**src/rtl/wb_pkg.sv**
```systemverilog
// Shared types and helpers for the writeback / syscall stage.
// WB_SYSCALL_TIMEOUT_EN (optional) makes SYS_TIMEOUT_VAL the value returned on a timed-out syscall.
package wb_pkg;

  localparam int MAX_XLEN  = 64;
  localparam int MAX_ARGS  = 16;
  localparam int ARG_BUS_W = MAX_XLEN * MAX_ARGS;

  typedef enum logic [1:0] {IDLE, REQ, WAIT, DONE} wb_state_t;

  typedef enum logic [1:0] {SRC_ALU, SRC_MEM, SRC_SYS} wb_src_t;

  localparam logic [MAX_XLEN-1:0] SYS_TIMEOUT_VAL = '1;

  typedef struct packed {
    logic       is_load;
    logic       is_store;
    logic       is_csr;
    logic       is_atomic;
    logic       is_ecall;
    logic [4:0] rd;
    logic       en_rd;
  } decoded_inst_t;

  // Callers widen their packed argument bus to ARG_BUS_W and truncate the result to their XLEN.
  function automatic logic [MAX_XLEN-1:0] arg_slice(input logic [ARG_BUS_W-1:0] args,
                                                    input int idx, input int xlen);
    logic [ARG_BUS_W-1:0] shifted;
    logic [MAX_XLEN-1:0]  mask;
    shifted = args >> (idx * xlen);
    mask    = {MAX_XLEN{1'b1}} >> (MAX_XLEN - xlen);
    return shifted[MAX_XLEN-1:0] & mask;
  endfunction

endpackage

```
**src/rtl/wb_syscall_stage_if.sv**
```systemverilog
// Request/response bus between the writeback stage (master) and the external syscall service (slave).
// With WB_SYSCALL_TIMEOUT_EN defined the bus also carries the sc_timeout pulse.
interface wb_syscall_stage_if #(
  parameter int XLEN  = 64,
  parameter int NARGS = 8
);

  logic                        sc_req_valid;
  logic                        sc_req_ready;
  logic [XLEN-1:0]             sc_num;
  logic [(NARGS-1)*XLEN-1:0]   sc_args;
  logic                        sc_resp_valid;
  logic [XLEN-1:0]             sc_resp_data;
`ifdef WB_SYSCALL_TIMEOUT_EN
  logic                        sc_timeout;

  modport master (output sc_req_valid, sc_num, sc_args, sc_timeout,
                  input  sc_req_ready, sc_resp_valid, sc_resp_data);
  modport slave  (input  sc_req_valid, sc_num, sc_args, sc_timeout,
                  output sc_req_ready, sc_resp_valid, sc_resp_data);
`else
  modport master (output sc_req_valid, sc_num, sc_args,
                  input  sc_req_ready, sc_resp_valid, sc_resp_data);
  modport slave  (input  sc_req_valid, sc_num, sc_args,
                  output sc_req_ready, sc_resp_valid, sc_resp_data);
`endif

endinterface

```
**src/rtl/wb_syscall_fsm.sv**
```systemverilog
// Syscall handshake sequencer: IDLE -> REQ -> WAIT -> DONE, captures the service's return value.
// WB_SYSCALL_TIMEOUT_EN adds a WAIT-state timeout that returns all-ones and pulses sc_timeout.
module wb_syscall_fsm
  import wb_pkg::*;
#(
  parameter int XLEN           = 64,
  parameter int NARGS          = 8,
  parameter int TIMEOUT_CYCLES = 1024
) (
  input  logic                    clk,
  input  logic                    reset,
  input  logic                    start,
  input  logic [NARGS*XLEN-1:0]   args,
  wb_syscall_stage_if.master      sc,
  output logic                    stall,
  output logic                    done,
  output logic [XLEN-1:0]         ret_val
);

  if (XLEN > MAX_XLEN || NARGS > MAX_ARGS || NARGS < 2 || TIMEOUT_CYCLES < 1) begin : g_bad_cfg
    $error("wb_syscall_fsm: unsupported parameterisation");
  end

  wb_state_t                 state;
  logic                      req_valid_q;
  logic [XLEN-1:0]           num_q;
  logic [(NARGS-1)*XLEN-1:0] args_q;

`ifdef WB_SYSCALL_TIMEOUT_EN
  localparam int             TMO_W    = $clog2(TIMEOUT_CYCLES + 1);
  localparam logic [TMO_W-1:0] TMO_LAST = TMO_W'(TIMEOUT_CYCLES - 1);
  logic [TMO_W-1:0]          tmo_cnt;
  logic                      timeout_q;
`endif

  // Request fields are latched on entry to REQ so they cannot move while sc_req_valid is high.
  always_ff @(posedge clk or posedge reset) begin
    if (reset) begin
      state       <= IDLE;
      req_valid_q <= 1'b0;
      num_q       <= '0;
      args_q      <= '0;
      ret_val     <= '0;
`ifdef WB_SYSCALL_TIMEOUT_EN
      tmo_cnt     <= '0;
      timeout_q   <= 1'b0;
`endif
    end else begin
`ifdef WB_SYSCALL_TIMEOUT_EN
      timeout_q <= 1'b0;
`endif
      case (state)
        IDLE: begin
          if (start) begin
            state       <= REQ;
            req_valid_q <= 1'b1;
            num_q       <= XLEN'(arg_slice(ARG_BUS_W'(args), NARGS - 1, XLEN));
            args_q      <= args[(NARGS-1)*XLEN-1:0];
          end
        end
        REQ: begin
          if (sc.sc_req_ready) begin
            state       <= WAIT;
            req_valid_q <= 1'b0;
`ifdef WB_SYSCALL_TIMEOUT_EN
            tmo_cnt     <= '0;
`endif
          end
        end
        WAIT: begin
          if (sc.sc_resp_valid) begin
            ret_val <= sc.sc_resp_data;
            state   <= DONE;
          end
`ifdef WB_SYSCALL_TIMEOUT_EN
          else if (tmo_cnt == TMO_LAST) begin
            ret_val   <= XLEN'(SYS_TIMEOUT_VAL);
            timeout_q <= 1'b1;
            state     <= DONE;
          end else begin
            tmo_cnt <= tmo_cnt + TMO_W'(1);
          end
`endif
        end
        DONE:    state <= IDLE;
        default: state <= IDLE;
      endcase
    end
  end

  assign sc.sc_req_valid = req_valid_q;
  assign sc.sc_num       = num_q;
  assign sc.sc_args      = args_q;
`ifdef WB_SYSCALL_TIMEOUT_EN
  assign sc.sc_timeout   = timeout_q;
`endif

  assign stall = (state == REQ) || (state == WAIT) || ((state == IDLE) && start);
  assign done  = (state == DONE);

  resp_only_in_wait: assert property (@(posedge clk) disable iff (reset)
                                      sc.sc_resp_valid |-> (state == WAIT));

endmodule

```
**src/rtl/wb_syscall_stage.sv**
```systemverilog
// Writeback stage: result select, register-file write gating, retire counting, syscall handshake.
// Optional macro WB_SYSCALL_TIMEOUT_EN enables the syscall response timeout (sc_timeout on the bus).
module wb_syscall_stage
  import wb_pkg::*;
#(
  parameter int XLEN           = 64,
  parameter int NARGS          = 8,
  parameter int CNT_W          = 64,
  parameter int TIMEOUT_CYCLES = 1024
) (
  input  logic                  clk,
  input  logic                  reset,
  input  logic                  in_valid,
  input  decoded_inst_t         inst,
  input  logic [XLEN-1:0]       alu_result,
  input  logic [XLEN-1:0]       mem_result,
  input  logic [NARGS*XLEN-1:0] args,
  output logic [XLEN-1:0]       result,
  output logic [4:0]            rd,
  output logic                  en_rd,
  output logic                  stall,
  wb_syscall_stage_if.master    sc,
  output logic                  retire,
  output logic [CNT_W-1:0]      instret
);

  logic            live;
  logic            sys_done;
  logic            commit;
  logic [XLEN-1:0] sys_ret;
  wb_src_t         src;

  // Masking in_valid with reset keeps stall/write/retire quiet while reset is held.
  assign live = in_valid & ~reset;

  wb_syscall_fsm #(
    .XLEN           (XLEN),
    .NARGS          (NARGS),
    .TIMEOUT_CYCLES (TIMEOUT_CYCLES)
  ) u_fsm (
    .clk     (clk),
    .reset   (reset),
    .start   (live & inst.is_ecall),
    .args    (args),
    .sc      (sc),
    .stall   (stall),
    .done    (sys_done),
    .ret_val (sys_ret)
  );

  always_comb begin
    src = SRC_ALU;
    if (inst.is_ecall)
      src = SRC_SYS;
    else if (inst.is_load || inst.is_store || inst.is_csr || inst.is_atomic)
      src = SRC_MEM;
  end

  always_comb begin
    result = alu_result;
    case (src)
      SRC_MEM: result = mem_result;
      SRC_SYS: result = sys_ret;
      default: result = alu_result;
    endcase
  end

  // An ecall only commits in its DONE cycle; everything else commits the cycle it arrives.
  assign commit = inst.is_ecall ? sys_done : 1'b1;
  assign rd     = inst.rd;
  assign en_rd  = live & inst.en_rd & (inst.rd != 5'd0) & commit;
  assign retire = sys_done | (live & ~inst.is_ecall);

  always_ff @(posedge clk or posedge reset) begin
    if (reset)
      instret <= '0;
    else if (retire)
      instret <= instret + CNT_W'(1);
  end

endmodule

```
**src/flat_wrapper.sv**
```systemverilog
// flat-port wrapper written by rule: the top's interface ports become plain ports
module wb_syscall_stage_flat import wb_pkg::*;
#(
  parameter int XLEN           = 64,
  parameter int NARGS          = 8,
  parameter int CNT_W          = 64,
  parameter int TIMEOUT_CYCLES = 1024
)
  (clk, reset, in_valid, inst, alu_result, mem_result, args, result, rd, en_rd, stall, retire, instret, sc_sc_req_valid, sc_sc_num, sc_sc_args, sc_sc_req_ready, sc_sc_resp_valid, sc_sc_resp_data);
  wb_syscall_stage_if #(.XLEN(XLEN), .NARGS(NARGS)) sc_i ();
  input  logic clk;
  input  logic reset;
  input  logic in_valid;
  input  decoded_inst_t inst;
  input  logic [XLEN-1:0] alu_result;
  input  logic [XLEN-1:0] mem_result;
  input  logic [NARGS*XLEN-1:0] args;
  output logic [XLEN-1:0] result;
  output logic [4:0] rd;
  output logic en_rd;
  output logic stall;
  output logic retire;
  output logic [CNT_W-1:0] instret;
  output wire logic [$bits(sc_i.sc_req_valid)-1:0] sc_sc_req_valid;
  output wire logic [$bits(sc_i.sc_num)-1:0] sc_sc_num;
  output wire logic [$bits(sc_i.sc_args)-1:0] sc_sc_args;
  input wire logic [$bits(sc_i.sc_req_ready)-1:0] sc_sc_req_ready;
  input wire logic [$bits(sc_i.sc_resp_valid)-1:0] sc_sc_resp_valid;
  input wire logic [$bits(sc_i.sc_resp_data)-1:0] sc_sc_resp_data;
  assign sc_sc_req_valid = sc_i.sc_req_valid;
  assign sc_sc_num = sc_i.sc_num;
  assign sc_sc_args = sc_i.sc_args;
  assign sc_i.sc_req_ready = sc_sc_req_ready;
  assign sc_i.sc_resp_valid = sc_sc_resp_valid;
  assign sc_i.sc_resp_data = sc_sc_resp_data;
  wb_syscall_stage #(.XLEN(XLEN), .NARGS(NARGS), .CNT_W(CNT_W), .TIMEOUT_CYCLES(TIMEOUT_CYCLES)) u_core (.clk(clk), .reset(reset), .in_valid(in_valid), .inst(inst), .alu_result(alu_result), .mem_result(mem_result), .args(args), .result(result), .rd(rd), .en_rd(en_rd), .stall(stall), .sc(sc_i), .retire(retire), .instret(instret));
endmodule
```
**config.mk**
```make
export PLATFORM = sky130hd
export DESIGN_NAME = wb_syscall_stage_flat
export DESIGN_NICKNAME = d
export VERILOG_FILES = /design/src/rtl/wb_pkg.sv /design/src/rtl/wb_syscall_stage_if.sv /design/src/rtl/wb_syscall_fsm.sv /design/src/rtl/wb_syscall_stage.sv /design/src/flat_wrapper.sv
export SDC_FILE = /design/constraint.sdc
export NUM_CORES = 1
export LEC_CHECK = 0
export CAP_MARGIN = 5
export CORE_AREA = 5 5 527 529
export CTS_CLUSTER_SIZE = 24
export DETAILED_ROUTE_END_ITERATION = 6
export DIE_AREA = 0 0 532 534
export PLACE_DENSITY = 0.3
export REMOVE_ABC_BUFFERS = 1
export SLEW_MARGIN = 20
export SYNTH_ARGS = -nofsm -noshare
export SYNTH_HDL_FRONTEND = slang
export SYNTH_SLANG_ARGS = --single-unit
```
**constraint.sdc**
```tcl
create_clock -name clk -period 35.1 [get_ports clk]
set_clock_uncertainty 0.15 [all_clocks]
set_input_delay 7.02 -clock clk [delete_from_list [all_inputs] [get_ports clk]]
set_output_delay 7.02 -clock clk [all_outputs]
set_load 0.02 [all_outputs]
```
# Word-level counts from Yosys, hierarchy flattened
# Cells that the tools add are included.
# W data, S select, Z words.
# op_classes
addsub,1
n_eq_ne,8
mux,11
bitwise_logic,9
reduce_logical,13
# op_table
cell,n
$pmux W64 S2,1
$add A64 B1 Y64 const B,1
$mux W2,4
$pmux W2 S4,1
$and A1 B1 Y1,6
$eq A2 B2 Y1 const B,3
$ne A2 B2 Y1 const B,3
$reduce_and A3 Y1,2
$logic_or A1 B1 Y1,5
$reduce_bool A5 Y1,1
$eq A2 B1 Y1 const B,2
$mux W1,4
$reduce_and A2 Y1,2
$logic_not A2 Y1,1
$not A1 Y1,2
$pmux W1 S2,1
$reduce_bool A2 Y1,1
$logic_and A1 B1 Y1,1
$or A1 B1 Y1,1
# totals
regBits,643
input_bits,720
out_inout_bits,649

# Logic depth before layout (Yosys ltp)
# logic_depth
word_depth,7
depth_mapped,7
mapped_depth_nobuf,6

# Hierarchy
# From an unflattened synthesis, not the netlist that was laid out.
# hier_totals
cells_unflattened,2836
hier_area_um2,26494.2
# by_module_without_submodules
mod,n_inst,cells_each,area_per_inst_um2,seq_area_each_um2
wb_syscall_fsm,1,2319,22046.1,14488.9
wb_syscall_stage,1,517,4448.0,1601.5

# Worst setup path before layout
# Ideal clock, no wire load.
# synth_timing
path_kind,input -> output
start,input inst[9] (netlist name)
end,output result[12]
arrival_ns,8.715
required_time_ns,27.930
path_slack_ns,19.215
path_stages,5
n_path_buf,2
path_cell_list,nor4_1 > clkbuf_1 > buf_1 > mux2i_1 > o21ai_0
# synth_between
elab_chain_cells,7
word_cells_on_any_way,8
cone_classes,2 x eq/ne; 3 x mux; 3 x reduce/logical
# synth_rtl
item,line_no,text
start: declaration,flat_wrapper.sv:14,input decoded_inst_t inst;
$logic_or A1 B1 Y1 * (3 in a row),wb_syscall_stage.sv:55,else if (inst.is_load || inst.is_store || inst.is_csr || inst.is_atomic)
$mux W1 *,wb_syscall_stage.sv:55,
$mux W2 *,wb_syscall_stage.sv:53,if (inst.is_ecall)
$eq A2 B2 Y1 / $eq A2 B1 Y1 (equally long branches),wb_syscall_stage.sv:61,case (src)
$pmux W64 S2 *,wb_syscall_stage.sv:61,
end: declaration,flat_wrapper.sv:18,output logic [XLEN-1:0] result;
# Every way passes the cells marked *; elsewhere a longest branch is shown, timed or not.

# Worst setup path after layout
# layout_timing
start,input inst[9] (netlist name)
end,output result[43]
# Same word-level chain as after synthesis.

==> PnR_summary.wiki <==
{| class="wikitable"
! Metric !! Value
|-
| Post-synthesis average cell area || 14.8 um2
|-
| All-layer global routing usage || approximately an eighth
|-
| Post-synth design cell area || 25700 um2
|-
| Status || finished clean
|-
| Largest fanout on the critical path || 37
|-
| Netlist cell types || 38
|-
| Worst Setup Start Kind || input pin
|-
| Filler Cells Inserted || between 30k and 40k
|-
| H-tree depth reported by CTS || 3
|-
| Total of buffers placed on input and output ports || 1368
|-
| Cell Rows || 192
|-
| Remaining DRCs || 0
|-
| Critical path type || input pin to primary output
|-
| Post-synthesis register bit count || 643
|-
| Worst slew margin relative to its limit || roughly two fifths
|-
| Area of the core region || 272000 um2
|-
| First DRT Iteration DRCs || 690
|-
| CP required || 27.93 ns
|-
| Number of hold buffers added after cts || 0
|-
| Count of instances resized after the clock tree is built || 0
|-
| Clk sink count || 643
|-
| Total design power || 4130 uW
|-
| CP endpoint kind || primary output
|-
| Insertion delay of the later-clocked pin in the worst-skew pair || 0.69 ns
|-
| Setup repair after global routing missed its margin || no
|-
| Via density per instance || 3.04
|-
| Dpl ws || between 15 and 20 ns
|-
| Area growth syn-to-layout || 82.5%
|-
| Global-route wire length before repair || 239000 um
|-
| Post-CTS Repair Setup Buffers || 0
|-
| # IOs || 1369
|-
| Post-route antenna net violation count || 0
|-
| Layout cells sized above 1 || 23.7%
|-
| Number of antenna violations at the first check in global routing || 119
|-
| Placed standard-cell area || roughly 44000 um2
|-
| Final Net Count || 3870
|-
| Post-route fraction of the period consumed by the critical path || roughly half
|-
| Clock transition at the registers of the reported paths || 0.06 ns
|-
| Number of CTS-inserted buffers || 94
|-
| Number of setup violations in the final report || 0
|-
| Number of vias in the routed layout || 20.7k
|-
| Most common library cell in the layout ignoring fill and taps || sky130_fd_sc_hd__clkdlybuf4s50_1
|-
| Average wire per cell in the routed design || 27.2 um
|-
| Worst hold path class || register to register
|-
| Root Driver || sky130_fd_sc_hd__clkbuf_16
|-
| Pin count of the biggest net entering global routing || 81
|-
| Setup TNS after final layout || 0 ns
|-
| Max-slew violation count || 0
|-
| Maximum count of clock buffers along a single path || 3
|-
| Floorplan die width || 532 um
|-
| Maximum clock frequency || 0.0570 GHz
|-
| Initial core utilization || 9.44%
|-
| Most frequent cells in the layout || 1367 x sky130_fd_sc_hd__clkdlybuf4s50_1, 643 x sky130_fd_sc_hd__dfrtp_1, 576 x sky130_fd_sc_hd__mux2_2, 94 x sky130_fd_sc_hd__clkbuf_16, 92 x sky130_fd_sc_hd__nand2_1
|-
| Die height || between 500 and 600 um
|-
| Slew at the pin closest to its max-slew limit || 0.920 ns
|-
| Largest voltage drop on the vdd net || 0.0490 mV
|-
| Crit path time final || 17.54 ns
|-
| Remaining Overflow, GRT || 0
|-
| Detailed placement HPWL || 154000 um
|-
| Post-detailed-routing wire length || roughly 190000 um
|-
| Via count of the first global-routing pass || between 20k and 25k
|-
| Worst Slack Setup Final || 17.56 ns
|-
| Leakage power || approximately 0.018 uW
|-
| Routability Congestion || 0.903
|-
| Crit path DAT || 10.37 ns
|-
| Power density over the cells || 87.9 nW/um2
|-
| Die area || 284000 um2
|-
| Number of detailed-routing iterations run before antenna repair || 4
|-
| Total of warnings raised by yosys || 0
|-
| MaxCap Viol Count || 0
|-
| CTS tree || built
|-
| Post-synthesis sequential area ratio || between 60% and 70%
|-
| Number of instances in the synthesized netlist || 1743
|-
| Number of hold-slack violations in the final timing report || 0
|-
| Final non-filler cell area || about 47000 um2
|}
## sequential cells by signal, summed over array words and instances (netlist names)
register	count
u_core.u_fsm.ret_val	64
u_core.u_fsm.sc.sc_req_valid	1
u_core.u_fsm.state	2
u_core.instret	64
u_core.u_fsm.sc.sc_args	448
u_core.u_fsm.sc.sc_num	64
## layer usage
metal,vias up,track usage (%),wire length (um)
met3,298,7.45,24300
met5,-,0,266
met1,10300,15.3,77200
met4,46,2.19,3710
li1,8975,-,-
met2,1143,19.3,80300
## stage by stage
stage | cells | utilization, % | hold WS (ns)
floorplan | 1651 | - | 0.330
global placement | 6637 | 16.1 | 0.311
detailed placement | 6637 | 16.1 | 0.320
CTS | 6805 | 17.2 | 0.327
global route | 6808 | 17.2 | 0.346
finish | 6824 | 17.2 | 0.324
## critical path, stage by stage
cell	delay, ns
sky130_fd_sc_hd__clkdlybuf4s50_1	0.42
sky130_fd_sc_hd__nor4_2	0.31
sky130_fd_sc_hd__buf_4	0.39
sky130_fd_sc_hd__buf_4	0.66
sky130_fd_sc_hd__mux2i_1	0.20
sky130_fd_sc_hd__o21ai_0	0.49
sky130_fd_sc_hd__clkdlybuf4s50_1	0.82
## cell type report
type                       instances  area, um2  share of cell area [%]
clock inverter                    32        438                   0.933
clock buffer                     136       2650                    5.65
inverter                          12       52.6                   0.112
timing repair buffer            1398      13900                    29.7
multi-input combinational        996       9240                    19.7
sequential                       643      16100                    34.3
antenna                           18       45.0                  0.0960
tap                             3589       4490                    9.57
## where the power goes
part | switching [uW] | internal (uW) | leakage, uW
registers | 237 | 1080 | 0.00785
clock network | 404 | 582 | 0.00151
logic | 951 | 874 | 0.00900
## cells by family (layout without fill, tap and decap cells)
group | count (synthesis) | after routing | synth area share (%)
buffers and inverters | 104 | 1578 | 1.63
other | 0 | 18 | 0
AOI/OAI and AO/OA | 73 | 73 | 1.57
xor gates and xnor gates | 63 | 63 | 2.15
muxes | 640 | 640 | 27.7
adders and majority gates | 5 | 5 | 0.243
and+or+nand+nor | 215 | 215 | 4.15
DFF | 643 | 643 | 62.6
## cell usage after synthesis, drive strengths merged
| cell type | n | share of area (%) |
|---|---|---|
| a2111oi | 1 | 0.11 |
| a211oi | 1 | 0.029 |
| a21oi | 2 | 0.039 |
| a221oi | 1 | 0.034 |
| a22o | 1 | 0.034 |
| and2 | 2 | 0.049 |
| and3 | 7 | 0.17 |
| and4 | 2 | 0.068 |
| and4bb | 2 | 0.097 |
| buf | 13 | 0.31 |
| clkbuf | 79 | 1.2 |
| dfrtp | 643 | 63 |
| ha | 5 | 0.24 |
| inv | 12 | 0.18 |
| mux2 | 576 | 25 |
| mux2i | 64 | 2.5 |
| nand2 | 93 | 1.4 |
| nand2b | 3 | 0.073 |
| nand3 | 26 | 0.51 |
| nand4 | 25 | 0.63 |
| nor2 | 22 | 0.32 |
| nor2b | 3 | 0.073 |
| nor3 | 15 | 0.31 |
| nor3b | 2 | 0.097 |
| nor4 | 8 | 0.22 |
| nor4b | 1 | 0.058 |
| o21ai | 66 | 1.3 |
| o32a | 1 | 0.039 |
| or2 | 1 | 0.024 |
| or3 | 2 | 0.049 |
| or3b | 1 | 0.044 |
| xnor2 | 34 | 1.2 |
| xor2 | 29 | 0.99 |
## final timing paths
kind,startpoint,to,slack (ns),cells past startpoint
max,inst[9],result[43],17.56,7
min,u_core.instret[63],u_core.instret[63],0.32,1
max reg2reg,u_core.u_fsm.state[0],u_core.u_fsm.sc.sc_args[400],30.03,8
min reg2reg,u_core.instret[63],u_core.instret[63],0.32,1
max in group asynchronous,reset,u_core.u_fsm.sc.sc_args[115],25.28,5
min in group asynchronous,reset,u_core.instret[3],6.74,2
(Power assumes the default switching activity.)
